<file path="src/rtl/clip_sequencer.sv">
`default_nettype none
// ============================================================================
// Module   : clip_sequencer
// Purpose  : Record/playback sequencer for a two-clip audio recorder. Owns the
//            shared BRAM address counter and the per-memory en/we strobes.
// Revision : 1.0 - initial release
// ============================================================================
module clip_sequencer #(
    parameter int ADDR_W     = 15,
    parameter int CLIP_DEPTH = 32768,
    parameter int SAMPLE_W   = 16
) (
    input  logic                clock,
    input  logic                reset,
    input  logic                record_req,
    input  logic                play_req,
    input  logic                clip_sel_record,
    input  logic                clip_sel_play,
    input  logic                sample_valid,
    input  logic [SAMPLE_W-1:0] sample_in,
    input  logic                play_tick,
    input  logic [SAMPLE_W-1:0] mem1_dout,
    input  logic [SAMPLE_W-1:0] mem2_dout,
    output logic [ADDR_W-1:0]   mem_addr,
    output logic [SAMPLE_W-1:0] mem_din,
    output logic                mem1_en,
    output logic                mem2_en,
    output logic                mem1_we,
    output logic                mem2_we,
    output logic [SAMPLE_W-1:0] sample_out,
    output logic                sample_out_valid,
    output logic                recording,
    output logic                playing,
    output logic                active_clip,
    output logic [1:0]          clip_full
);

    // Lengths need one extra bit so a full clip (CLIP_DEPTH samples) is representable.
    localparam int                 LEN_W     = ADDR_W + 1;
    localparam logic [ADDR_W-1:0]  LAST_ADDR = ADDR_W'(CLIP_DEPTH - 1);
    localparam logic [LEN_W-1:0]   FULL_LEN  = LEN_W'(CLIP_DEPTH);

    typedef enum logic [1:0] {
        S_IDLE   = 2'd0,
        S_RECORD = 2'd1,
        S_PLAY   = 2'd2
    } state_t;

    state_t                   state_q,       state_d;
    logic [ADDR_W-1:0]        addr_q,        addr_d;
    logic                     active_clip_q, active_clip_d;
    logic [1:0][LEN_W-1:0]    len_q,         len_d;
    logic [1:0]               clip_full_q,   clip_full_d;
    logic                     rd_pending_q,  rd_pending_d;
    logic                     rd_clip_q,     rd_clip_d;
    logic [SAMPLE_W-1:0]      held_q,        held_d;

    logic                     wr_now;
    logic                     rd_now;
    logic [SAMPLE_W-1:0]      rd_data;
    logic [LEN_W-1:0]         addr_ext;
    logic [LEN_W-1:0]         rec_count;

    // A stop request in PLAY takes priority over a same-cycle tick.
    assign wr_now    = (state_q == S_RECORD) && sample_valid && !reset;
    assign rd_now    = (state_q == S_PLAY) && play_tick && !play_req && !reset;
    assign rd_data   = rd_clip_q ? mem2_dout : mem1_dout;
    assign addr_ext  = {1'b0, addr_q};
    assign rec_count = addr_ext + LEN_W'(wr_now);

    assign mem_addr         = addr_q;
    assign mem_din          = wr_now ? sample_in : '0;
    assign mem1_en          = (wr_now || rd_now) && !active_clip_q;
    assign mem2_en          = (wr_now || rd_now) &&  active_clip_q;
    assign mem1_we          = wr_now && !active_clip_q;
    assign mem2_we          = wr_now &&  active_clip_q;
    assign sample_out       = rd_pending_q ? rd_data : held_q;
    assign sample_out_valid = rd_pending_q;
    assign recording        = (state_q == S_RECORD);
    assign playing          = (state_q == S_PLAY);
    assign active_clip      = (state_q != S_IDLE) && active_clip_q;
    assign clip_full        = clip_full_q;

    always_comb begin
        state_d       = state_q;
        addr_d        = addr_q;
        active_clip_d = active_clip_q;
        len_d         = len_q;
        clip_full_d   = clip_full_q;
        rd_pending_d  = rd_now;
        rd_clip_d     = active_clip_q;
        held_d        = rd_pending_q ? rd_data : held_q;

        case (state_q)
            S_IDLE: begin
                if (record_req) begin
                    state_d                      = S_RECORD;
                    active_clip_d                = clip_sel_record;
                    addr_d                       = '0;
                    clip_full_d[clip_sel_record] = 1'b0;
                end else if (play_req && (len_q[clip_sel_play] != '0)) begin
                    state_d       = S_PLAY;
                    active_clip_d = clip_sel_play;
                    addr_d        = '0;
                end
            end

            S_RECORD: begin
                if (wr_now && (addr_q == LAST_ADDR)) begin
                    len_d[active_clip_q]       = FULL_LEN;
                    clip_full_d[active_clip_q] = 1'b1;
                    state_d                    = S_IDLE;
                    addr_d                     = '0;
                end else if (record_req) begin
                    len_d[active_clip_q] = rec_count;
                    state_d              = S_IDLE;
                    addr_d               = '0;
                end else if (wr_now) begin
                    addr_d = addr_q + ADDR_W'(1);
                end
            end

            S_PLAY: begin
                if (play_req) begin
                    state_d = S_IDLE;
                    addr_d  = '0;
                end else if (rd_now) begin
                    if ((addr_ext + LEN_W'(1)) == len_q[active_clip_q]) begin
                        state_d = S_IDLE;
                        addr_d  = '0;
                    end else begin
                        addr_d = addr_q + ADDR_W'(1);
                    end
                end
            end

            default: begin
                state_d = S_IDLE;
                addr_d  = '0;
            end
        endcase
    end

    always_ff @(posedge clock) begin
        if (reset) begin
            state_q       <= S_IDLE;
            addr_q        <= '0;
            active_clip_q <= 1'b0;
            len_q         <= '0;
            clip_full_q   <= '0;
            rd_pending_q  <= 1'b0;
            rd_clip_q     <= 1'b0;
            held_q        <= '0;
        end else begin
            state_q       <= state_d;
            addr_q        <= addr_d;
            active_clip_q <= active_clip_d;
            len_q         <= len_d;
            clip_full_q   <= clip_full_d;
            rd_pending_q  <= rd_pending_d;
            rd_clip_q     <= rd_clip_d;
            held_q        <= held_d;
        end
    end

endmodule
`default_nettype wire

</file>
<file path="config.mk">
export PLATFORM = sky130hd
export DESIGN_NAME = clip_sequencer
export DESIGN_NICKNAME = d
export VERILOG_FILES = /design/src/rtl/clip_sequencer.sv
export SDC_FILE = /design/constraint.sdc
export NUM_CORES = 1
export LEC_CHECK = 0
export CORE_ASPECT_RATIO = 1.75
export CORE_MARGIN = 8
export CORE_UTILIZATION = 30
export DETAILED_ROUTE_END_ITERATION = 12
export MAX_ROUTING_LAYER = met4
export PLACE_DENSITY = 0.6
export SYNTH_ARGS = -nofsm -noshare
export SYNTH_HDL_FRONTEND = slang
export SYNTH_SLANG_ARGS = --single-unit
</file>
<file path="constraint.sdc">
create_clock -name clock -period 3.95 [get_ports clock]
set_input_delay 1.185 -clock clock [delete_from_list [all_inputs] [get_ports clock]]
set_output_delay 1.185 -clock clock [all_outputs]
set_load 0.1 [all_outputs]
</file>
==> results of run 1 <==
-- logic make-up after synthesis --
family                     count (synthesis)  synth area share [%]
AOI/OAI and AO/OA                         91                 12.86
adders and majority gates                  6                 1.757
xor gates and xnor gates                  37                 7.584
muxes                                     36                 8.492
buffers and inverters                     43                 5.827
DFF                                       70                 32.80
and+or+nand+nor                          267                 30.69
-- power by group through the flow --
stage	Combinational [mW]	Clock (mW)	Sequential, mW
floorplan	0.294	0	0.754
global placement	0.496	0	0.748
detailed placement	0.502	0	0.749
CTS	0.503	0.833	0.733
global route	0.529	0.860	0.735
finish	0.500	0.819	0.733
-- worst max path at each step --
stage                      start  cells past startpoint  slack [ns]  endpoint
detailed placement      play_req                      6        0.20   mem1_en
floorplan             state_q[1]                      6       -0.33   mem1_en
CTS                 sample_valid                      6        0.19   mem1_en
global route            play_req                      6        0.07   mem1_en
global placement    sample_valid                      6        0.23   mem2_en
finish              sample_valid                      6        0.19   mem1_en
-- critical path: cells and delay by family --
family | cells | cell delay, ns
buffers and inverters | 3 | 0.86
and+or+nand+nor | 3 | 0.52
-- cell type report --
| class | instances | area share (%) |
|---|---|---|
| sequential | 70 | 22.38 |
| clock buffer | 10 | 3.656 |
| clock inverter | 6 | 1.119 |
| multi-input combinational | 437 | 42.72 |
| tap | 177 | 3.536 |
| timing repair buffer | 139 | 26.17 |
| inverter | 7 | 0.4196 |
-- metrics by stage --
step                      power (mW)  hold WS [ns]  utilization (%)  setup TNS [ns]
after global routing           2.124        0.4966            45.03               0
after floorplan                1.049        0.4483                -         -0.6645
final                          2.052        0.4743            45.03               0
after global placement         1.244        0.4586            42.88               0
after CTS                      2.070        0.4727            45.03               0
after detailed placement       1.250        0.4648            42.88               0
-- registers in the layout (all words and copies together) (netlist names) --
name,cells
active_clip_q,1
clip_full,2
held_q,16
len_q,32
mem_addr,15
rd_clip_q,1
sample_out_valid,1
state_q,2
-- metal layers --
metal / global-route usage [%] / up-vias / part of all wire [%]
met5: - / - / 0
met4: 8.909 / 0 / 3.9
met3: 2.643 / 27 / 3.2
met2: 31.80 / 81 / 58
met1: 15.53 / 2015 / 35
li1: - / 2105 / -
-- cell usage in the layout, fill, tap and decap left out, drive strengths merged, types with 17 or more instances in the layout --
cell,Yosys,final
dfxtp,70,70
o21ai,17,17
and2,20,20
xnor2,26,26
clkdlybuf4s50,0,54
nor2,66,66
nand3,19,19
buf,15,85
nand2,84,84
a21oi,50,50
mux2i,34,34
nor2b,20,20
==> flow_metrics.env, run 1 <==
export IMPL_layout_min_cycle_time_ns=3.763
export IMPL_placed_cells=830
export IMPL_grt_max_degree=65
export IMPL_fillers=1384
export IMPL_cts_tree="built"
export IMPL_post_cts_setup_buffers=0
export IMPL_dieWidth_um=106.2
export IMPL_max_stage_delay_ns=0.47
export IMPL_worstHoldEndpoint="len_q[1]"
export IMPL_synth_ff_type="dfxtp_1"
export IMPL_synth_seq_cells=70
export IMPL_postCtsHoldBufs=0
export IMPL_path_common_cell="nor2_1"
export IMPL_core_mm2=0.01391
export IMPL_pwr_share_clk_pct=39.9
export IMPL_drt_initial_drc_count=251
export IMPL_pwr_share_comb_pct=24.4
export IMPL_die_h_um=173.9
export IMPL_grt_pass1_wl_um=23720
export IMPL_max_freq_ghz=0.2658
export IMPL_finalCritPeriodShare_pct=95.26
export IMPL_layoutNonFillerInstCount=846
export IMPL_synth_edff_count=0
export IMPL_die_area_mm2=0.01847
export IMPL_drt_total_wl_um=15030
export IMPL_p_int_mw=1.407
export IMPL_criticalPathCategory="input port to output pin"
export IMPL_reg2reg_depth=10
export IMPL_hold_viol_final=0
export IMPL_status="complete, no violations"
export IMPL_min_delay_path_depth=2
export IMPL_synth_area_mm2=0.004273
export IMPL_critPathSlowestCell="clkdlybuf4s50_1"
export IMPL_worstPathRequired_ns=2.76
export IMPL_synthDistinctLibCells=57
export IMPL_pwr_share_seq_pct=35.7
export IMPL_antenna_left=0
export IMPL_critical_path_max_fanout=10
export IMPL_sw_frac_of_total_pct=31.47
export IMPL_gp_congestion=0.9122
export IMPL_gr_usage_all_layers_pct=16.81
export IMPL_cp_end_kind="output pin"
export IMPL_synth_avg_cell_area_um2=7.769
export IMPL_peakVddDrop_uv=160.0
export IMPL_reg2reg_from="mem_addr[0]"
export IMPL_areaGrowthSynthToFinish_pct=46.56
export IMPL_worst_slew_pin_transition_ns=0.8899
export IMPL_gr_total_overflow=0
export IMPL_postCtsResizedCells=0
export IMPL_min_delay_start="len_q[1]"
export IMPL_cts_htree_levels=3
export IMPL_synth_area_leaders="dfxtp_1 33%, mux2i_1 8.0%, nand2_1 7.4%"
export IMPL_setup_viol=0
export IMPL_start_util_pct=30.72
export IMPL_multi_input_area_mm2=0.002675
export IMPL_fin_area_mm2=0.006262
export IMPL_cts_sinks=70
export IMPL_p_switching_mw=0.6458
export IMPL_path_clk_slew_ns=0.06
export IMPL_arrival_ns=2.58
export IMPL_portBuffers=112
export IMPL_dpl_hpwl_um=11890
export IMPL_pre_cts_slack_ns=0.1954
export IMPL_clk_insertion_delay_late_ns=0.34
export IMPL_via_count=4228
export IMPL_fin_ws_ns=0.1871
export IMPL_wl_per_cell_um=17.76
export IMPL_placed_cell_area_mm2=0.005963
export IMPL_drc=0
export IMPL_register_area_mm2=0.001401
export IMPL_clock_root_buffer="clkbuf_16"
export IMPL_synthCells=550
export IMPL_path_cells="clkdlybuf4s50_1 -> and3b_1 -> buf_4 -> nor2_1 -> nor2_1 -> buf_12"
export IMPL_yosysMostFrequentCell="nand2_1"
export IMPL_p_leak_nw=2.304
export IMPL_async_flop_share_pct=0
export IMPL_grt_pass1_vias=4334
export IMPL_powerDensity_mw_per_mm2=327.7
export IMPL_yosysSeqAreaShare_pct=32.80
export IMPL_nNetsFinal=726
export IMPL_viasPerCell=4.998
export IMPL_r2r_slack_ns=0.64
export IMPL_final_max_slew_viol_count=0
export IMPL_slew_headroom_pct=40.13
export IMPL_hold_class="register to register"
export IMPL_cts_buffer_depth=2
export IMPL_regToRegEndpoint="mem_addr[9]"
export IMPL_netlist_area_leader_share_pct=32.80
export IMPL_io_pins=113
export IMPL_dr_pass1_iters=4
export IMPL_synth_common_cells="84 x nand2_1, 70 x dfxtp_1, 65 x nor2_1"
export IMPL_startpoint_type="input port"
export IMPL_synth_top_cell_by_area="dfxtp_1"
export IMPL_skew_ns=0.006162
export IMPL_rsz0062_at_grt="false"
export IMPL_drive_above_1_share_pct=19.28
export IMPL_num_antenna_cells=0
export IMPL_ys_warn_count=0
export IMPL_cts_buffers=9
export IMPL_rows=57
export IMPL_max_cap_violations=0
export IMPL_syn_num_nets=612
export IMPL_grt_antenna_before_repair=0
Note: power is estimated with default switching activity, not from simulation.
==> run 2, diff against run 1 <==
--- a/config.mk
+++ b/config.mk
@@ -6,7 +6,7 @@
 export NUM_CORES = 1
 export LEC_CHECK = 0
 export CORE_ASPECT_RATIO = 1.75
-export CORE_MARGIN = 8
+export CORE_MARGIN = 5
 export CORE_UTILIZATION = 30
 export DETAILED_ROUTE_END_ITERATION = 12
 export MAX_ROUTING_LAYER = met4
==> run 2 against run 1 <==
Clock-buffer cell count did not move. Sequential cell count did not move. First-iteration DRC count fell by 4.0%. Core utilization rose by 0.49 points. Maximum frequency fell by 0.20%. Register-to-register slack improved by 0.19 ns. Final cell count did not move. Die area fell by 8.9%. Design area rose by 1.1%. Combinational power barely moved. Clock power rose by 21%. Setup slack got worse by 0.0075 ns. Largest cell class unchanged. Largest power group unchanged. Highest routed layer unchanged.
==> flow_metrics.env, run 2 (synthesized netlist as in run 1, its figures left out) <==
export IMPL_use_met3_pct=2.402
export IMPL_cts_buffers=9
export IMPL_placed_cell_area_mm2=0.005968
export IMPL_p_int_mw=1.594
export IMPL_register_area_mm2=0.001401
export IMPL_portBuffers=112
export IMPL_clk_insertion_delay_late_ns=0.34
export IMPL_met2_usage_pct=31.60
export IMPL_slew_headroom_pct=32.83
export IMPL_largest_reg_flops=32
export IMPL_path_cells="clkdlybuf4s50_1 -> nand2b_1 -> nor3b_1 -> nor2_1 -> nor2_1 -> buf_12"
export IMPL_cts_buffer_depth=2
export IMPL_clock_root_buffer="clkbuf_16"
export IMPL_gr_usage_all_layers_pct=17.20
export IMPL_fin_ws_ns=0.1795
export IMPL_grt_busiest_layer="met2"
export IMPL_pre_cts_slack_ns=0.1611
export IMPL_worst_hold_slack_ns=0.4747
export IMPL_multi_input_area_mm2=0.002675
export IMPL_dr_pass1_iters=5
export IMPL_pwr_share_seq_pct=32.7
export IMPL_p_switching_mw=0.6295
export IMPL_powerDensity_mw_per_mm2=351.3
export IMPL_postCtsResizedCells=0
export IMPL_grt_pass1_vias=4112
export IMPL_die_h_um=167.9
export IMPL_via_count=4245
export IMPL_final_cell_mix="84 x nand2_1, 70 x dfxtp_1, 65 x nor2_1, 56 x clkdlybuf4s50_1, 45 x buf_4"
export IMPL_drt_initial_drc_count=241
export IMPL_criticalPathCategory="input port to output pin"
export IMPL_reg2reg_from="mem_addr[1]"
export IMPL_fin_area_mm2=0.006331
export IMPL_postCtsHoldBufs=0
export IMPL_pwr_share_clk_pct=44.7
export IMPL_drc=0
export IMPL_cts_tree="built"
export IMPL_fillers=1373
export IMPL_pwr_share_comb_pct=22.5
export IMPL_nNetsFinal=726
export IMPL_p_leak_nw=2.342
export IMPL_max_cap_violations=0
export IMPL_critPathSlowestCell="clkdlybuf4s50_1"
export IMPL_post_cts_setup_buffers=0
export IMPL_layout_min_cycle_time_ns=3.770
export IMPL_finalCritPeriodShare_pct=95.45
export IMPL_reg2reg_depth=10
export IMPL_gp_congestion=0.8819
export IMPL_start_util_pct=30.72
export IMPL_startpoint_type="input port"
export IMPL_regToRegEndpoint="mem_addr[12]"
export IMPL_viasPerCell=5.018
export IMPL_status="complete, no violations"
export IMPL_rsz0062_at_grt="false"
export IMPL_final_max_slew_viol_count=0
export IMPL_core_mm2=0.01391
export IMPL_hold_viol_final=0
export IMPL_dpl_hpwl_um=11220
export IMPL_cts_sinks=70
export IMPL_grt_pass1_wl_um=22150
export IMPL_peakVddDrop_uv=222.8
export IMPL_path_clk_slew_ns=0.06
export IMPL_grt_max_degree=52
export IMPL_min_delay_path_depth=2
export IMPL_max_freq_ghz=0.2652
export IMPL_hold_class="register to register"
export IMPL_min_delay_start="len_q[0]"
export IMPL_cp_end_kind="output pin"
export IMPL_max_stage_delay_ns=0.44
export IMPL_worstPathRequired_ns=2.76
export IMPL_antenna_left=0
export IMPL_skew_ns=0.009655
export IMPL_grt_antenna_before_repair=0
export IMPL_path_common_cell="nor2_1"
export IMPL_setup_viol=0
export IMPL_worstHoldEndpoint="len_q[0]"
export IMPL_dieWidth_um=100.2
export IMPL_drive_above_1_share_pct=18.98
export IMPL_largest_register="len_q"
export IMPL_drt_total_wl_um=14130
export IMPL_sw_frac_of_total_pct=28.31
export IMPL_critical_path_max_fanout=3
export IMPL_die_area_mm2=0.01682
export IMPL_r2r_slack_ns=0.83
export IMPL_crit_start="play_req"
export IMPL_worst_slew_pin_transition_ns=1.004
export IMPL_areaGrowthSynthToFinish_pct=48.17
export IMPL_met1_usage_pct=17.01
export IMPL_arrival_ns=2.59
export IMPL_gr_total_overflow=0
export IMPL_cts_htree_levels=3
export IMPL_io_pins=113
export IMPL_num_antenna_cells=0
export IMPL_final_common_cell="nand2_1"
export IMPL_wl_per_cell_um=16.70
export IMPL_rows=57
run 2: changes by cell type in the layout (fill, tap and decap cells not counted):
cell	change
buf_4	-2
bufinv_16	+3
clkdlybuf4s50_1	+2
clkinv_2	+1
clkinvlp_4	-3
inv_6	-1
run 2: layout make-up:
type                            count  share of cell area [%]
Inverter                            7                  0.4150
Sequential cell                    70                   22.13
Multi-Input combinational cell    437                   42.25
Clock inverter                      6                   2.115
Clock buffer                       10                   3.617
Tap cell                          177                   3.498
Timing Repair Buffer              139                   25.97
run 2: how the worst max path moves through the flow:
stage | cells after the start | end | slack [ns]
after floorplan | 6 | mem1_en | -0.33
after global placement | 6 | mem2_en | 0.21
after detailed placement | 6 | mem2_en | 0.16
after CTS | 6 | mem2_en | 0.15
after global routing | 6 | mem2_en | 0.06
final | 6 | mem2_en | 0.18
run 2: power groups by stage:
| stage | clock network, mW | registers [mW] | logic, mW |
|---|---|---|---|
| finish | 0.994 | 0.728 | 0.501 |
| global route | 1.04 | 0.729 | 0.527 |
| CTS | 1.01 | 0.728 | 0.504 |
| detailed placement | 0 | 0.743 | 0.502 |
| global placement | 0 | 0.743 | 0.498 |
| floorplan | 0 | 0.754 | 0.294 |
run 2: layer usage:
metal | wire length [µm] | part of all wire (%)
met5 | 0 | 0
met4 | 730 | 5.2
met3 | 541 | 3.8
met2 | 7954 | 56
met1 | 4906 | 35
run 2: critical path, delay by kind of cell:
kind | cells | cell delay (ns)
and+or+nand+nor | 4 | 0.74
buffers and inverters | 2 | 0.65
run 2: metrics by stage:
step	cells	util, %	setup TNS (ns)	total power, mW
after floorplan	550	-	-0.6645	1.049
after detailed placement	830	42.92	0	1.246
after global placement	830	42.92	0	1.241
final	846	45.52	0	2.224
after CTS	846	45.52	0	2.240
after global routing	846	45.52	0	2.296
